### src/rtl/spi_arbiter.sv
// spi_arbiter: round-robin sharing of one spi_master between NUM_REQ requesters.
// Optional watchdog on missing spi_done is built when SPI_ARB_TIMEOUT_EN is defined.
module spi_arbiter #(
   parameter int NUM_REQ        = 4,
   parameter int DATA_LENGTH    = 8,
   parameter int TIMEOUT_CYCLES = 1024
) (
   input  logic                           clk,
   input  logic                           rst,
   input  logic [NUM_REQ-1:0]             req_valid,
   input  logic [NUM_REQ*DATA_LENGTH-1:0] req_data,
   output logic [NUM_REQ-1:0]             req_ready,
   output logic [NUM_REQ-1:0]             rsp_valid,
   output logic [DATA_LENGTH-1:0]         rsp_data,
   output logic                           rsp_err,
   output logic [$clog2(NUM_REQ)-1:0]     grant_id,
   output logic                           active,
   output logic                           spi_start,
   output logic [DATA_LENGTH-1:0]         spi_data_in,
   input  logic [DATA_LENGTH-1:0]         spi_data_out,
   input  logic                           spi_busy,
   input  logic                           spi_done
);

   localparam int IW = $clog2(NUM_REQ);

   localparam logic [1:0] S_IDLE  = 2'd0;
   localparam logic [1:0] S_ISSUE = 2'd1;
   localparam logic [1:0] S_WAIT  = 2'd2;
   localparam logic [1:0] S_RESP  = 2'd3;

   localparam logic [NUM_REQ-1:0] ONE = {{(NUM_REQ-1){1'b0}}, 1'b1};

   logic [1:0]             r_state;
   logic [IW-1:0]          r_last;
   logic [IW-1:0]          r_grant;
   logic [NUM_REQ-1:0]     r_ready;
   logic [NUM_REQ-1:0]     r_rsp_valid;
   logic [DATA_LENGTH-1:0] r_rsp_data;
   logic [DATA_LENGTH-1:0] r_data_in;
   logic                   r_start;
   logic                   r_active;

   logic [IW-1:0]          w_win;
   logic [IW-1:0]          w_cand;
   logic                   w_found;
   logic [DATA_LENGTH-1:0] w_word;
   logic                   w_expired;

   // Round-robin pick: scan last+1 .. last, first valid request wins
   always_comb begin
      w_win   = r_last;
      w_cand  = r_last;
      w_found = 1'b0;
      for (int i = 1; i <= NUM_REQ; i++) begin
         w_cand = IW'((int'(r_last) + i) % NUM_REQ);
         if (!w_found && req_valid[w_cand]) begin
            w_win   = w_cand;
            w_found = 1'b1;
         end
      end
   end

   assign w_word = req_data[w_win*DATA_LENGTH +: DATA_LENGTH];

`ifdef SPI_ARB_TIMEOUT_EN
   localparam int TW = $clog2(TIMEOUT_CYCLES + 1);

   logic [TW-1:0] r_wdog;
   logic          r_rsp_err;

   // Watchdog counts WAIT cycles; held at zero elsewhere so it starts clean
   always_ff @(posedge clk or posedge rst) begin
      if (rst) begin
         r_wdog <= '0;
      end else if (r_state != S_WAIT) begin
         r_wdog <= '0;
      end else begin
         r_wdog <= r_wdog + TW'(1);
      end
   end

   assign w_expired = (r_wdog == TW'(TIMEOUT_CYCLES - 1));
   assign rsp_err   = r_rsp_err;
`else
   logic w_unused_timeout;

   assign w_unused_timeout = (TIMEOUT_CYCLES == 0);
   assign w_expired        = 1'b0;
   assign rsp_err          = 1'b0;
`endif

   // Sequencer: arbitrate, issue one start, wait for done, return response
   always_ff @(posedge clk or posedge rst) begin
      if (rst) begin
         r_state     <= S_IDLE;
         r_last      <= IW'(NUM_REQ - 1);
         r_grant     <= '0;
         r_ready     <= '0;
         r_rsp_valid <= '0;
         r_rsp_data  <= '0;
         r_data_in   <= '0;
         r_start     <= 1'b0;
         r_active    <= 1'b0;
`ifdef SPI_ARB_TIMEOUT_EN
         r_rsp_err   <= 1'b0;
`endif
      end else begin
         case (r_state)
            S_IDLE: begin
               if (|req_valid && !spi_busy) begin
                  r_grant   <= w_win;
                  r_data_in <= w_word;
                  r_ready   <= ONE << w_win;
                  r_start   <= 1'b1;
                  r_active  <= 1'b1;
                  r_state   <= S_ISSUE;
               end
            end
            S_ISSUE: begin
               r_start <= 1'b0;
               r_ready <= '0;
               r_state <= S_WAIT;
            end
            S_WAIT: begin
               if (spi_done) begin
                  r_rsp_data  <= spi_data_out;
                  r_rsp_valid <= ONE << r_grant;
                  r_state     <= S_RESP;
               end else if (w_expired) begin
                  r_rsp_data  <= '0;
                  r_rsp_valid <= ONE << r_grant;
`ifdef SPI_ARB_TIMEOUT_EN
                  r_rsp_err   <= 1'b1;
`endif
                  r_state     <= S_RESP;
               end
            end
            S_RESP: begin
               r_rsp_valid <= '0;
               r_last      <= r_grant;
               r_active    <= 1'b0;
`ifdef SPI_ARB_TIMEOUT_EN
               r_rsp_err   <= 1'b0;
`endif
               r_state     <= S_IDLE;
            end
            default: begin
               r_state <= S_IDLE;
            end
         endcase
      end
   end

   assign req_ready   = r_ready;
   assign rsp_valid   = r_rsp_valid;
   assign rsp_data    = r_rsp_data;
   assign grant_id    = r_grant;
   assign active      = r_active;
   assign spi_start   = r_start;
   assign spi_data_in = r_data_in;

endmodule
### config.mk
export PLATFORM = sky130hd
export DESIGN_NAME = spi_arbiter
export DESIGN_NICKNAME = d
export VERILOG_FILES = /design/src/rtl/spi_arbiter.sv
export SDC_FILE = /design/constraint.sdc
export NUM_CORES = 1
export LEC_CHECK = 0
export BUFFER_PORTS_ARGS = -buffer_cell sky130_fd_sc_hd__buf_4
export CORE_UTILIZATION = 52
export CTS_CLUSTER_DIAMETER = 60
export CTS_CLUSTER_SIZE = 8
export DETAILED_ROUTE_END_ITERATION = 10
export PLACE_DENSITY = 0.85
export SLEW_MARGIN = 20
export SYNTH_ARGS = -nofsm -noshare
export SYNTH_HDL_FRONTEND = slang
export SYNTH_SLANG_ARGS = --single-unit
### constraint.sdc
create_clock -name clk -period 5 [get_ports clk]
set_input_delay 0.75 -clock clk [delete_from_list [all_inputs] [get_ports clk]]
set_output_delay 0.75 -clock clk [all_outputs]
set_load 0.01 [all_outputs]
# Word level (Yosys, flattened, before mapping)
# Cells that the tools add are included.
[word_totals]
ff_bits = 32
in_bits = 48
output_inout_bits = 29
wordCells = 69
[classes]
add_sub_neg = 4
n_lt_le_gt_ge = 4
n_eq_ne = 5
n_shift = 3
n_mux = 25
reduce_logical = 19
[ops]
columns = ["op", "count"]
rows = [
  ["variable part select 32 x 6 -> 8 bit", 1],
  ["one-hot mux 4 bit (2 select lines)", 2],
  ["< comparator 2 x 3 -> 1 bit, second input constant", 4],
  ["two-way mux 2 bit", 6],
  ["AND reduction 2 bit", 6],
  ["binary-select mux 1 bit (select 2 bit)", 4],
  ["two-way mux 1 bit", 8],
  ["two-way mux 4 bit", 2],
  ["one-hot mux 2 bit (4 select lines)", 1],
  ["left shift 1 x 2 -> 4 bit, first input constant", 2],
  ["nonzero test 2 bit", 3],
  ["adder 2 x 1 -> 2 bit, second input constant", 2],
  ["adder 2 bit, second input constant", 2],
  ["equality test 2 bit, second input constant", 2],
  ["logical AND 1 bit", 4],
  ["logical NOT 1 bit", 4],
  ["inequality test 2 bit, second input constant", 2],
  ["one-hot mux 1 bit (2 select lines)", 2],
  ["OR reduction 4 bit", 1],
  ["equality test 2 x 1 -> 1 bit, second input constant", 1],
  ["logical NOT 2 bit", 1],
]

# Longest topological paths before layout
[logic_depth]
ltp_word = 16
ltp_mapped = 8
ltp_nobuf = 7

# Least setup slack after synthesis
# No wires, ideal clock.
[synth_timing]
path_kind = "input port to flip-flop"
from = "in req_valid[2]"
to = "reg r_data_in[1] (netlist: spi_data_in[1])"
setup_time_ps = 127
t_arrival_ps = 1728
t_required_ps = 4873
path_slack_ps = 3145
stages = 7
path_buffers = 2
cell_sequence = "inv_2 -> and3_1 -> buf_6 -> nor3_4 -> buf_6 -> mux2i_1 -> o211ai_2"
[synth_between]
elab_chain_cells = 13
word_cells_on_any_way = 25
classes_between = "1 x shift; 15 x mux; 9 x reduce/logical"
[synth_rtl]
columns = ["element", "line_no", "rtl"]
rows = [
  ["start: declaration", "10", "input logic [NUM_REQ-1:0] req_valid,"],
  ["binary-select mux 1 bit (select 2 bit)", "57", "if (!w_found && req_valid[w_cand]) begin"],
  ["two-way mux 1 bit (implied by the code)", "57", ""],
  ["two-way mux 1 bit", "57", ""],
  ["logical NOT 1 bit", "57", ""],
  ["logical AND 1 bit", "57", ""],
  ["two-way mux 1 bit", "57", ""],
  ["logical NOT 1 bit", "57", ""],
  ["logical AND 1 bit", "57", ""],
  ["two-way mux 1 bit", "57", ""],
  ["logical NOT 1 bit", "57", ""],
  ["logical AND 1 bit", "57", ""],
  ["two-way mux 2 bit", "57", ""],
  ["variable part select 32 x 6 -> 8 bit", "64", "assign w_word = req_data[w_win*DATA_LENGTH +: DATA_LENGTH];"],
  ["end signal: assignment", "113", "r_data_in <= w_word;"],
  ["end: declaration", "40", "logic [DATA_LENGTH-1:0] r_data_in;"],
]
# Several ways; a longest one is shown, not always the timed one. The select of a mux whose other input is x is not followed.
# A chain may end at the register's enable or synchronous reset.

# Worst setup path in the final report
[layout_timing]
from = "in req_valid[1]"
to = "reg r_ready[0] (netlist: req_ready[0])"
[layout_between]
elab_chain_cells = 15
word_cells_on_any_way = 28
classes_between = "1 x eq/ne; 1 x shift; 17 x mux; 9 x reduce/logical"
[layout_rtl]
columns = ["element", "line_no", "rtl"]
rows = [
  ["binary-select mux 1 bit (select 2 bit)", "57", ""],
  ["two-way mux 1 bit (implied by the code)", "57", ""],
  ["two-way mux 1 bit", "57", ""],
  ["logical NOT 1 bit", "57", ""],
  ["logical AND 1 bit", "57", ""],
  ["two-way mux 1 bit", "57", ""],
  ["logical NOT 1 bit", "57", ""],
  ["logical AND 1 bit", "57", ""],
  ["two-way mux 1 bit", "57", ""],
  ["logical NOT 1 bit", "57", ""],
  ["logical AND 1 bit", "57", ""],
  ["two-way mux 2 bit", "57", ""],
  ["left shift 1 x 2 -> 4 bit", "114", "r_ready <= ONE << w_win;"],
  ["two-way mux 4 bit", "111", "if (|req_valid && !spi_busy) begin"],
  ["one-hot mux 4 bit (2 select lines)", "109", "case (r_state)"],
  ["end signal: assignment", "114", ""],
  ["end: declaration", "37", "logic [NUM_REQ-1:0] r_ready;"],
]
# Several ways; a longest one is shown, not always the timed one. The select of a mux whose other input is x is not followed.

==> flow_metrics.tcl <==
set metrics [dict create \
    ctsResizeCount 0 \
    grt_pass1_wl_um 6700 \
    p_leak_nw 1.22 \
    firstDrtPassIters 4 \
    worstPathRequired_ns 5.23 \
    initial_core_util_pct 55.1 \
    wire_per_inst_um 15.0 \
    fin_crit_sh_pct 44.3 \
    vdd_ir_drop_max_mv 0.320 \
    antennaDiodeCount 0 \
    cap_viol_max_count 0 \
    hp-class "in -> async" \
    clockBufferDepth 2 \
    htreeDepth 2 \
    drive_gt1_share_pct 44.4 \
    drv_slew 0 \
    grt_pass1_vias 1442 \
    grt_usage_pct 24.6 \
    overflow 0 \
    die-height_um 61.9 \
    endpoint_kind "register" \
    n_fill_cell 260 \
    drc 0 \
    synth_edf_count 0 \
    avgSynthCellArea_um2 10.8 \
    ant_nets 0 \
    cts_tree "built" \
    ys.warnings.count 0 \
    path_max_fanout 20 \
    clk_latency_ns 0.33 \
    vias_per_cell 5.56 \
    fin_util_pct 73.9 \
    dieWidth_um 61.9 \
    numCtsBuffers 5 \
    fmax_mhz 452 \
    place.gp.congestion 0.792 \
    finalCriticalPeriod_ns 2.21 \
    ys.flop_type "dfrtp_1" \
    async_flop_share_pct 100 \
    syn_area_mm2 0.00187 \
    worst_slew_pin_slew_ns 0.927 \
    layout_setup_ws_ns 2.79 \
    clockRootBuffer "clkbuf_4" \
    hold_buffers 0 \
    grt_max_degree 33 \
    ys_seq_area_share_pct 43.0 \
    core_mm2 0.00339 \
    first_iter_violations 139 \
    final_cell_mix "76 x buf_4, 30 x dfrtp_1, 21 x nand2_1" \
    io_pins 77 \
    hold_violations 0 \
    rsz0062_at_grt "false" \
    tns_ns 0 \
    routed_wl_um 4420 \
    clk_pin_slew_ns 0.11 \
    syn-instance-count 173 \
    fin_nets 300 \
    port_buffers 75 \
    cp-start-kind "input port" \
    synth_seq_cells 32 \
    synth.net_count 226 \
    clock_skew_ns 0.00912 \
    power.density_mw_per_mm2 546 \
    postCtsSetupBuffers 0 \
    fp-row-count 21 \
    cts.sinks 32 \
    critPathArrivalTime_ns 2.44 \
    crit_type "in -> reg" \
    synthDistinctLibCells 42 \
    area_growth_syn_to_layout_pct 34.2 \
    relSlewSlack_pct 38.1 \
    grt_antenna_before_repair 0 \
    vias 1635 \
    mostFrequentLayoutCell "buf_4" \
    hpwl_um 3310 \
    setup_viol 0 \
    status "finished, final reports clean" \
    die-area_mm2 0.00383 \
    pre_cts_ws_ns 2.44 \
]
-- worst max-delay path, cell delays in order --
cell	delay, ns
buf_4	0.13
or4_1	0.53
nand2_1	0.49
nor2_1	0.22
a32o_1	0.32
-- synth_stat cells, types with 2 or more instances --
| cell | number | share of area (%) |
|---|---|---|
| buf_6 | 3 | 1.8 |
| a21o_1 | 3 | 1.2 |
| nor3_1 | 2 | 0.54 |
| a211o_1 | 9 | 4.2 |
| nand4_1 | 8 | 2.7 |
| nand3_1 | 2 | 0.54 |
| mux2i_1 | 8 | 4.3 |
| clkbuf_1 | 2 | 0.40 |
| buf_4 | 3 | 1.2 |
| a21oi_4 | 2 | 1.7 |
| nand2b_1 | 2 | 0.67 |
| a32o_1 | 4 | 2.1 |
| dfstp_2 | 2 | 2.8 |
| inv_1 | 5 | 1.0 |
| o21ai_1 | 2 | 0.54 |
| inv_2 | 2 | 0.40 |
| o211ai_2 | 8 | 5.4 |
| ha_1 | 5 | 3.4 |
| dfrtp_1 | 30 | 40 |
| mux2_2 | 9 | 5.4 |
| o31ai_1 | 8 | 3.2 |
| a21oi_1 | 3 | 0.80 |
| o21ai_0 | 9 | 2.4 |
| nand2_1 | 21 | 4.2 |
| nor2_1 | 4 | 0.80 |
-- routing by layer --
layer | vias to the layer above | global-route usage [%] | wire [um]
met5 | - | 0 | 0
met4 | 0 | 6.35 | 18
met3 | 2 | 6.42 | 266
met2 | 62 | 38.7 | 2170
met1 | 780 | 34.0 | 1960
li1 | 791 | - | -
-- sequential cells by signal (all words and copies together), names as in the netlist --
signal and flops:
spi_data_in 8, r_last 2, rsp_data 8, r_state 2, active 1, req_ready 4, rsp_valid 4, grant_id 2
spi_start 1
-- area by class of cell --
cell class,instances,area (um2),share of cell area (%)
multi-input combinational,125,968,38.6
sequential,32,803,32.1
timing repair buffer,76,571,22.8
tap,46,57.6,2.30
clock inverter,3,42.5,1.70
clock buffer,5,37.5,1.50
inverter,7,26.3,1.05
-- stage by stage --
stage,instances,hold slack [ns],instance area (um2),total power [mW]
after floorplan,173,0.502,1870,0.923
after global placement,286,0.473,2430,1.16
after detailed placement,286,0.478,2430,1.18
after CTS,294,0.493,2510,1.38
after global routing,294,0.510,2510,1.48
final,294,0.483,2510,1.37
-- worst paths after layout --
check / slack [ns] / start / endpoint / depth (start not counted)
min: 0.48 / rst / spi_data_in[5] / 3
max reg2reg: 2.82 / r_last[1] / spi_data_in[6] / 5
min reg2reg: 0.50 / spi_data_in[4] / spi_data_in[4] / 2
max in group asynchronous: 4.19 / rst / r_last[1] / 3
max: 2.79 / req_valid[1] / req_ready[0] / 5
min in group clk: 0.50 / spi_data_in[4] / spi_data_in[4] / 2
-- where the power goes --
part | switching, mW | internal (mW)
Clock | 0.0945 | 0.104
Combinational | 0.359 | 0.339
Sequential | 0.0907 | 0.382
-- logic make-up after synthesis --
| group | Yosys count | synth area share [%] |
|---|---|---|
| other cells | 1 | 0.201 |
| fa+ha+maj | 5 | 3.35 |
| mux | 17 | 9.72 |
| compound gates | 53 | 24.1 |
| buf+inv | 16 | 5.09 |
| simple gates | 49 | 14.5 |
| flops | 32 | 43.0 |
No activity file was read; power rests on OpenSTA's default activity.
